### config.mk
export PLATFORM = sky130hd
export DESIGN_NAME = mem_arbiter
export DESIGN_NICKNAME = d
export VERILOG_FILES = /design/src/rtl/mem_arbiter.sv
export SDC_FILE = /design/constraint.sdc
export NUM_CORES = 1
export LEC_CHECK = 0
export CAP_MARGIN = 30
export CELL_PAD_IN_SITES_DETAIL_PLACEMENT = 2
export CELL_PAD_IN_SITES_GLOBAL_PLACEMENT = 2
export CORE_UTILIZATION = 24
export CTS_CLUSTER_SIZE = 25
export DETAILED_ROUTE_END_ITERATION = 8
export PLACE_DENSITY_LB_ADDON = 0.1
export SYNTH_ARGS = -nofsm -noshare
export SYNTH_HDL_FRONTEND = slang
export SYNTH_SLANG_ARGS = --single-unit
### constraint.sdc
create_clock -name clk -period 13.8 [get_ports clk]
set_input_delay 2.76 -clock clk [delete_from_list [all_inputs] [get_ports clk]]
set_output_delay 2.76 -clock clk [all_outputs]
set_load 0.01 [all_outputs]
### src/rtl/mem_arbiter.sv
// mem_arbiter
//   Two-requester round-robin arbiter/sequencer in front of the single-port
//   data memory. m0 is the CPU load/store unit, m1 is the program/data loader.
//   One access is in flight at a time: IDLE -> ACCESS -> RESP. RESP samples
//   requests just as IDLE does, so a held request gets one grant every two cycles.
//   Out-of-range addresses never reach the memory; they complete with an error.
// Ports
//   clk, rst              clock (posedge state), asynchronous active-high reset
//   mX_req/we/addr/wdata  request, access type (1 = write), word address, write data
//   mX_gnt                one-cycle pulse: request accepted (the ACCESS cycle)
//   mX_done/err           one-cycle pulses: access complete / address out of range
//   mX_rdata              read data, held until the next read completes
//   mem_addr/din/we/re    to the memory (it commits writes on negedge)
//   mem_dout              read data from the memory
module mem_arbiter #(
  parameter int DEPTH = 256,
  parameter int AW    = 32,
  parameter int DW    = 32
) (
  input  logic          clk,
  input  logic          rst,
  input  logic          m0_req,
  input  logic          m0_we,
  input  logic [AW-1:0] m0_addr,
  input  logic [DW-1:0] m0_wdata,
  output logic          m0_gnt,
  output logic          m0_done,
  output logic          m0_err,
  output logic [DW-1:0] m0_rdata,
  input  logic          m1_req,
  input  logic          m1_we,
  input  logic [AW-1:0] m1_addr,
  input  logic [DW-1:0] m1_wdata,
  output logic          m1_gnt,
  output logic          m1_done,
  output logic          m1_err,
  output logic [DW-1:0] m1_rdata,
  output logic [AW-1:0] mem_addr,
  output logic [DW-1:0] mem_din,
  output logic          mem_we,
  output logic          mem_re,
  input  logic [DW-1:0] mem_dout
);

  localparam logic [AW-1:0] DEPTH_A = AW'(DEPTH);

  typedef enum logic [1:0] {
    IDLE   = 2'd0,
    ACCESS = 2'd1,
    RESP   = 2'd2
  } state_t;

  // Full-width unsigned compare: no truncation of high address bits.
  function automatic logic addr_in_range(input logic [AW-1:0] a);
    return (a < DEPTH_A);
  endfunction

  state_t        state_r, state_s;
  logic          ptr_r, ptr_s;        // 0: m0 wins a tie, 1: m1 wins a tie
  logic          win_r, win_s;        // requester owning the current access
  logic          acc_we_r, acc_we_s;
  logic          acc_oor_r, acc_oor_s;

  logic          any_req_s, pick_s, sel_we_s, sel_ok_s;
  logic [AW-1:0] sel_addr_s, addr_s;
  logic [DW-1:0] sel_wdata_s, din_s;
  logic          mem_we_s, mem_re_s;
  logic          m0_gnt_s, m1_gnt_s, m0_done_s, m1_done_s, m0_err_s, m1_err_s;
  logic [DW-1:0] m0_rdata_s, m1_rdata_s;

  // Candidate winner and its request fields.
  always_comb begin
    any_req_s   = m0_req | m1_req;
    pick_s      = (m0_req && m1_req) ? ptr_r : m1_req;
    sel_we_s    = pick_s ? m1_we    : m0_we;
    sel_addr_s  = pick_s ? m1_addr  : m0_addr;
    sel_wdata_s = pick_s ? m1_wdata : m0_wdata;
    sel_ok_s    = addr_in_range(sel_addr_s);
  end

  // Next-state and next-output logic; all outputs are registered.
  always_comb begin
    state_s    = state_r;
    ptr_s      = ptr_r;
    win_s      = win_r;
    acc_we_s   = acc_we_r;
    acc_oor_s  = acc_oor_r;
    addr_s     = mem_addr;
    din_s      = mem_din;
    mem_we_s   = 1'b0;
    mem_re_s   = 1'b0;
    m0_gnt_s   = 1'b0;
    m1_gnt_s   = 1'b0;
    m0_done_s  = 1'b0;
    m1_done_s  = 1'b0;
    m0_err_s   = 1'b0;
    m1_err_s   = 1'b0;
    m0_rdata_s = m0_rdata;
    m1_rdata_s = m1_rdata;
    case (state_r)
      IDLE, RESP: begin
        if (any_req_s) begin
          state_s   = ACCESS;
          win_s     = pick_s;
          ptr_s     = ~pick_s;          // loser gets the next tie
          acc_we_s  = sel_we_s;
          acc_oor_s = ~sel_ok_s;
          addr_s    = sel_addr_s;
          din_s     = sel_wdata_s;
          mem_we_s  = sel_we_s & sel_ok_s;
          mem_re_s  = ~sel_we_s & sel_ok_s;
          m0_gnt_s  = ~pick_s;
          m1_gnt_s  = pick_s;
        end else begin
          state_s = IDLE;
        end
      end
      ACCESS: begin
        state_s   = RESP;
        m0_done_s = ~win_r;
        m1_done_s = win_r;
        m0_err_s  = ~win_r & acc_oor_r;
        m1_err_s  = win_r & acc_oor_r;
        if (!acc_we_r) begin
          if (win_r) begin
            m1_rdata_s = acc_oor_r ? {DW{1'b0}} : mem_dout;
          end else begin
            m0_rdata_s = acc_oor_r ? {DW{1'b0}} : mem_dout;
          end
        end else begin
          m0_rdata_s = m0_rdata;
          m1_rdata_s = m1_rdata;
        end
      end
      default: begin
        state_s = IDLE;
      end
    endcase
  end

  // FSM state register.
  always_ff @(posedge clk or posedge rst) begin
    if (rst) begin
      state_r <= IDLE;
    end else begin
      state_r <= state_s;
    end
  end

  // Arbitration bookkeeping and registered outputs.
  always_ff @(posedge clk or posedge rst) begin
    if (rst) begin
      ptr_r     <= 1'b0;
      win_r     <= 1'b0;
      acc_we_r  <= 1'b0;
      acc_oor_r <= 1'b0;
      mem_addr  <= {AW{1'b0}};
      mem_din   <= {DW{1'b0}};
      mem_we    <= 1'b0;
      mem_re    <= 1'b0;
      m0_gnt    <= 1'b0;
      m1_gnt    <= 1'b0;
      m0_done   <= 1'b0;
      m1_done   <= 1'b0;
      m0_err    <= 1'b0;
      m1_err    <= 1'b0;
      m0_rdata  <= {DW{1'b0}};
      m1_rdata  <= {DW{1'b0}};
    end else begin
      ptr_r     <= ptr_s;
      win_r     <= win_s;
      acc_we_r  <= acc_we_s;
      acc_oor_r <= acc_oor_s;
      mem_addr  <= addr_s;
      mem_din   <= din_s;
      mem_we    <= mem_we_s;
      mem_re    <= mem_re_s;
      m0_gnt    <= m0_gnt_s;
      m1_gnt    <= m1_gnt_s;
      m0_done   <= m0_done_s;
      m1_done   <= m1_done_s;
      m0_err    <= m0_err_s;
      m1_err    <= m1_err_s;
      m0_rdata  <= m0_rdata_s;
      m1_rdata  <= m1_rdata_s;
    end
  end

endmodule

# Yosys cells after proc, flatten, opt, wreduce, memory -nomap -nowiden
# Cells that the tools add are included.
# W data, S select, Z words.
# totals
regBits	142
in_bits	166
out_inout_bits	136
wordCells	55
# op_classes
n_lt_le_gt_ge	1
eq_ne	2
n_mux	19
n_bitwise	10
reduce_logical	6
# ops
operator	count
$mux W32	3
$lt A32 B9 Y1 const B	1
$mux W1	15
$reduce_and A3 Y1	2
$not A1 Y1	5
$and A1 B1 Y1	4
$pmux W2 S2	1
$eq A2 B1 Y1 const B	1
$eq A2 B2 Y1 const B	1
$logic_not A2 Y1	1
$reduce_and A2 Y1	1
$reduce_or A2 Y1	1
$logic_and A1 B1 Y1	1
$or A1 B1 Y1	1

# Longest topological paths before layout
# logic_depth
depth_word	7
ltp_mapped	8
ltp_nobuf	5

# Worst setup path before layout
# Ideal clock, no wire load.
# synth_path
kind	input to register
start	in m0_addr[18]
end	reg acc_oor_r
arrival_time_ps	4026
required_ps	13674
slack_ps	9648
stages	4
path_buffers	0
cell_sequence	or4_4 a2111oi_4 a41oi_2 o32a_1
# synth_via
elab_chain_cells	3
# synth_rtl
element	line	rtl
start: declaration	24	input logic [AW-1:0] m0_addr,
$mux W32	76	sel_addr_s = pick_s ? m1_addr : m0_addr;
$lt A32 B9 Y1	55	return (a < DEPTH_A);
$not A1 Y1	107	acc_oor_s = ~sel_ok_s;
end signal: assignment	173	acc_oor_r <= acc_oor_s;
end: declaration	62	logic acc_oor_r, acc_oor_s;
# Every way passes these cells.
# A chain may end at the register's enable or synchronous reset.

# Worst setup path in the final report
# layout_path
start	in m1_req
end	reg mem_addr[12]
# layout_via
elab_chain_cells	3
# layout_rtl
element	line	rtl
start: declaration	30	input logic m1_req,
$logic_and A1 B1 Y1	74	pick_s = (m0_req && m1_req) ? ptr_r : m1_req;
$mux W1	74	
$mux W32	76	
end signal: assignment	157	mem_addr <= {AW{1'b0}};
end signal: assignment	174	mem_addr <= addr_s;
end: declaration	38	output logic [AW-1:0] mem_addr,
# Several ways; a longest one is shown, not always the timed one.

==> metrics list <==
* Result of the run: finished clean
- The share of synthesized area in the top cell type comes to 0.596.
- Number of nets in the final layout: 1056
- Pin count of the biggest net entering global routing: 98
* Setup Crit Path Kind: in -> reg
* Number of vias per cell after detailed routing: 4.66
- At the end of routability-driven placement, the weighted congestion stood at 0.765.
- WP data arrival: 4.87 ns
- Full die area: 25500 µm²
* CP startpoint kind: primary input
- For flop-to-flop paths, the worst setup slack is 11.68 ns.
* Length in cells of the worst reg-to-reg path: 6
* Area share of and/or/nand/nor cells after synthesis: 0.218
* Wire length per cell: 18.8 µm
- CTS sink count: 142
- The cell sitting at the root of the clock tree is a clkbuf_16.
- Drt first-iter violations: 222
- In this run the standard cell core region covers 24300 µm².
- Synthesized instance count: 604
- Placed wire-length estimate after detailed placement: 16.7 mm
- Share of cell area taken by muxes after synthesis: 0.00168
- Num ports: 302
- Number of violations of the max-capacitance limit: 0
- Yosys mapped the design onto 32 distinct sky130hd cell types.
* Worst hold-check path type: reg -> reg
- Buffer count from post-CTS setup fixing: 0
* Worst hold-check slack: 0.482 ns
- For this run, the number of Yosys warnings is 0.
- The most critical setup path has its startpoint at m1_req.
- Leading cell types by total area after synthesis: dfrtp_1 (60%), nand2_1 (9.2%), o21ai_0 (5.4%)
- The die is 160 µm wide.
* Fmax: 220 MHz
- Clock transition at the registers of the reported paths: 0.07 ns
* Placed Cells: 1191
- For this run, design rule violations remaining after detail routing come to 0.
* Setup violation total in the final timing report: 0
* Required time at the endpoint of the critical path: 14.12 ns
- Critical path peak fanout: 84
- The initial antenna violation count came to 1.
* Post-synthesis cell type with the largest combined area: dfrtp_1
- Summed over all layers, the routed wires come to 23.0 mm.
* Top library cells by usage in the layout, fill and taps aside: clkdlybuf4s50_1 (301), nand2_1 (145), dfrtp_1 (142)
* Num CTS Buffers: 17
- The number of hold buffers added after CTS was 0.
* Post-synthesis average cell area: 9.87 µm²
- After detailed routing, no signal wire sits above met4.
* Routed length on met1: 9.41 mm
* Detailed-route via count: 5719
- After clock tree synthesis, the repair step resized 0 gates.
* Count of nets left with antenna violations after detail routing: 0
* Worst hold endpoint: m0_rdata[19]$_DFFE_PP0P_
- Measured on the finished design, the core utilization comes to 0.409.
* Met3 Routed Length: 1.40 mm
- All-Layer GR Usage: 0.188
- Proportion of layout cells with a drive suffix above 1: 0.0554
* Post-route clock skew: 0.0104 ns
- Post-synthesis xor/xnor area fraction: 0
- Adder and majority cell fraction of the synthesized area: 0
* Tightest slew margin relative to the limit: 0.434
- The slowest stage of the critical path belongs to the cell clkdlybuf4s50_1.
- In this design, the stage delay of the slowest critical-path cell is 0.66 ns.
- Area fraction in compound gates after synthesis: 0.151
- Most common library cell in the layout ignoring fill and taps: clkdlybuf4s50_1
- Worst Hold Depth: 2
- Mapped cell area: 5960 µm²
* Met2 Wirelength: 11.7 mm
* Post-synthesis register bit count: 142
* Cell Pwr Density: 139 nW/µm²
- Count of input and output buffers: 301
- TritonCTS clock tree: done
- Htree depth: 4
* Worst Tran Pin Value: 0.850 ns
- Category of the worst setup path capture point: flip-flop
* Initial core utilization: 0.245
- In this run the critical register-to-register path is launched from state_r[0]$_DFF_PP0_.
* Insertion delay of the later-clocked pin in the worst-skew pair: 0.42 ns
- Setup repair after global routing left no endpoint under its margin.
- Cell family with the largest share of critical-path delay: buffers and inverters
- Reg-to-reg critical path endpoint: mem_addr[12]$_DFFE_PP0P_
- Global-route wire length before repair: 37.0 mm
* Main combinational cell family by area after synthesis: simple AND/OR/NAND/NOR gates
- Adding up every negative setup slack in the final design gives 0 ns.
- The hold violation count in the final report came to 0.
* Start point of the worst min-delay path: m0_rdata[19]$_DFFE_PP0P_
* Ordered list of cells on the worst path: clkdlybuf4s50_1 -> nor2_1 -> or2_1 -> inv_2 -> buf_4 -> nor2_1 -> a31oi_1
- Measured along the y axis, the die boundary spans 160 µm.
- Final total power: 1.38 mW
- Grt ovf: 0
- Lkg Pwr: 3.99 nW
* Pre-Repair DR Iteration Count: 4
- The finished layout holds 1227 standard cells, fillers aside.
* Core Rows: 57
* Net count of the mapped netlist: 770
- The worst path needs 4.55 ns of the cycle, external delays included.
- The share of the Yosys chip area taken by registers is 0.596.
- Via count of the first global-routing pass: 6595
* Peak supply drop: 54.7 µV
- Period Utilization, post-route: 0.329
* Area grow syn2layout: 66.8%
- Maximum number of buffers from clock root to sink: 2
* Final Slew Violations: 0
- Cell with the most instances on the worst path: nor2_1
- Crit path buffers/inverters: 3
## where the power goes
| group | internal (mW) | switching (mW) | leakage, nW |
|---|---|---|---|
| Combinational | 0.220 | 0.177 | 1.93 |
| Sequential | 0.494 | 0.0447 | 1.80 |
| Clock | 0.251 | 0.194 | 0.262 |
## final cells by class
class | count | area [µm²]
tap | 324 | 405
inverter | 3 | 16.3
clock inverter | 13 | 129
multi-input combinational | 414 | 2220
fill | 2601 | 14400
timing repair buffer | 312 | 3190
antenna | 1 | 2.50
sequential | 142 | 3550
clock buffer | 18 | 429
## stage by stage
step           setup slack [ns]  cell area (µm²)
2_1_floorplan              7.23             5960
5_1_grt                    9.04             9940
3_5_place_dp               8.24             9290
3_3_place_gp               8.39             9240
4_1_cts                    8.71             9850
6_report                   9.25             9940
## cell usage after synthesis (all sizes together)
cell / instances
nand2b: 34
o32a: 1
clkbuf: 32
a221o: 24
or3: 2
a41oi: 1
nand3: 2
or4: 2
nor4: 8
a21o: 2
dfrtp: 142
inv: 3
and2: 3
nor3b: 24
and3: 3
nor3: 1
nand2: 146
nand3b: 5
nor2: 46
a2111oi: 1
a211oi: 2
a31oi: 40
or2: 1
o21ai: 64
o21a: 1
buf: 13
mux2i: 1
## routing by layer
layer,GRT usage,vias up
met5,0,-
li1,-,2654
met2,0.328,186
met1,0.216,2854
met4,0.0704,0
met3,0.0548,25
## worst max-delay path by stage
stage / endpoint / cells past startpoint
after detailed placement: mem_din[16]$_DFFE_PP0P_ / 5
after global placement: mem_din[15]$_DFFE_PP0P_ / 5
after floorplan: acc_oor_r$_DFFE_PP0P_ / 1
after CTS: mem_addr[6]$_DFFE_PP0P_ / 5
final: mem_addr[12]$_DFFE_PP0P_ / 7
after global routing: mem_addr[12]$_DFFE_PP0P_ / 7
## cell families (layout without fill, tap and decap cells)
| family | after synthesis | in the layout |
|---|---|---|
| simple gates | 277 | 277 |
| flops | 142 | 142 |
| compound gates | 136 | 136 |
| buf+inv | 48 | 346 |
| mux | 1 | 1 |
| other cells | 0 | 1 |
## flip-flops by register name (all words and copies together), names as in the netlist
name / cells
state_r: 2
m1_gnt: 1
m1_err: 1
m0_done: 1
ptr_r: 1
m1_done: 1
m0_err: 1
acc_oor_r: 1
mem_re: 1
mem_din: 32
m1_rdata: 32
mem_addr: 32
acc_we_r: 1
win_r: 1
mem_we: 1
m0_rdata: 32
m0_gnt: 1
## worst reg2reg max path, delay by kind of cell (launching register included)
| family | cells | cell delay [ns] |
|---|---|---|
| buf+inv | 3 | 0.89 |
| simple gates | 2 | 0.48 |
| flops | 1 | 0.44 |
| compound gates | 1 | 0.22 |
(Power assumes the default switching activity.)
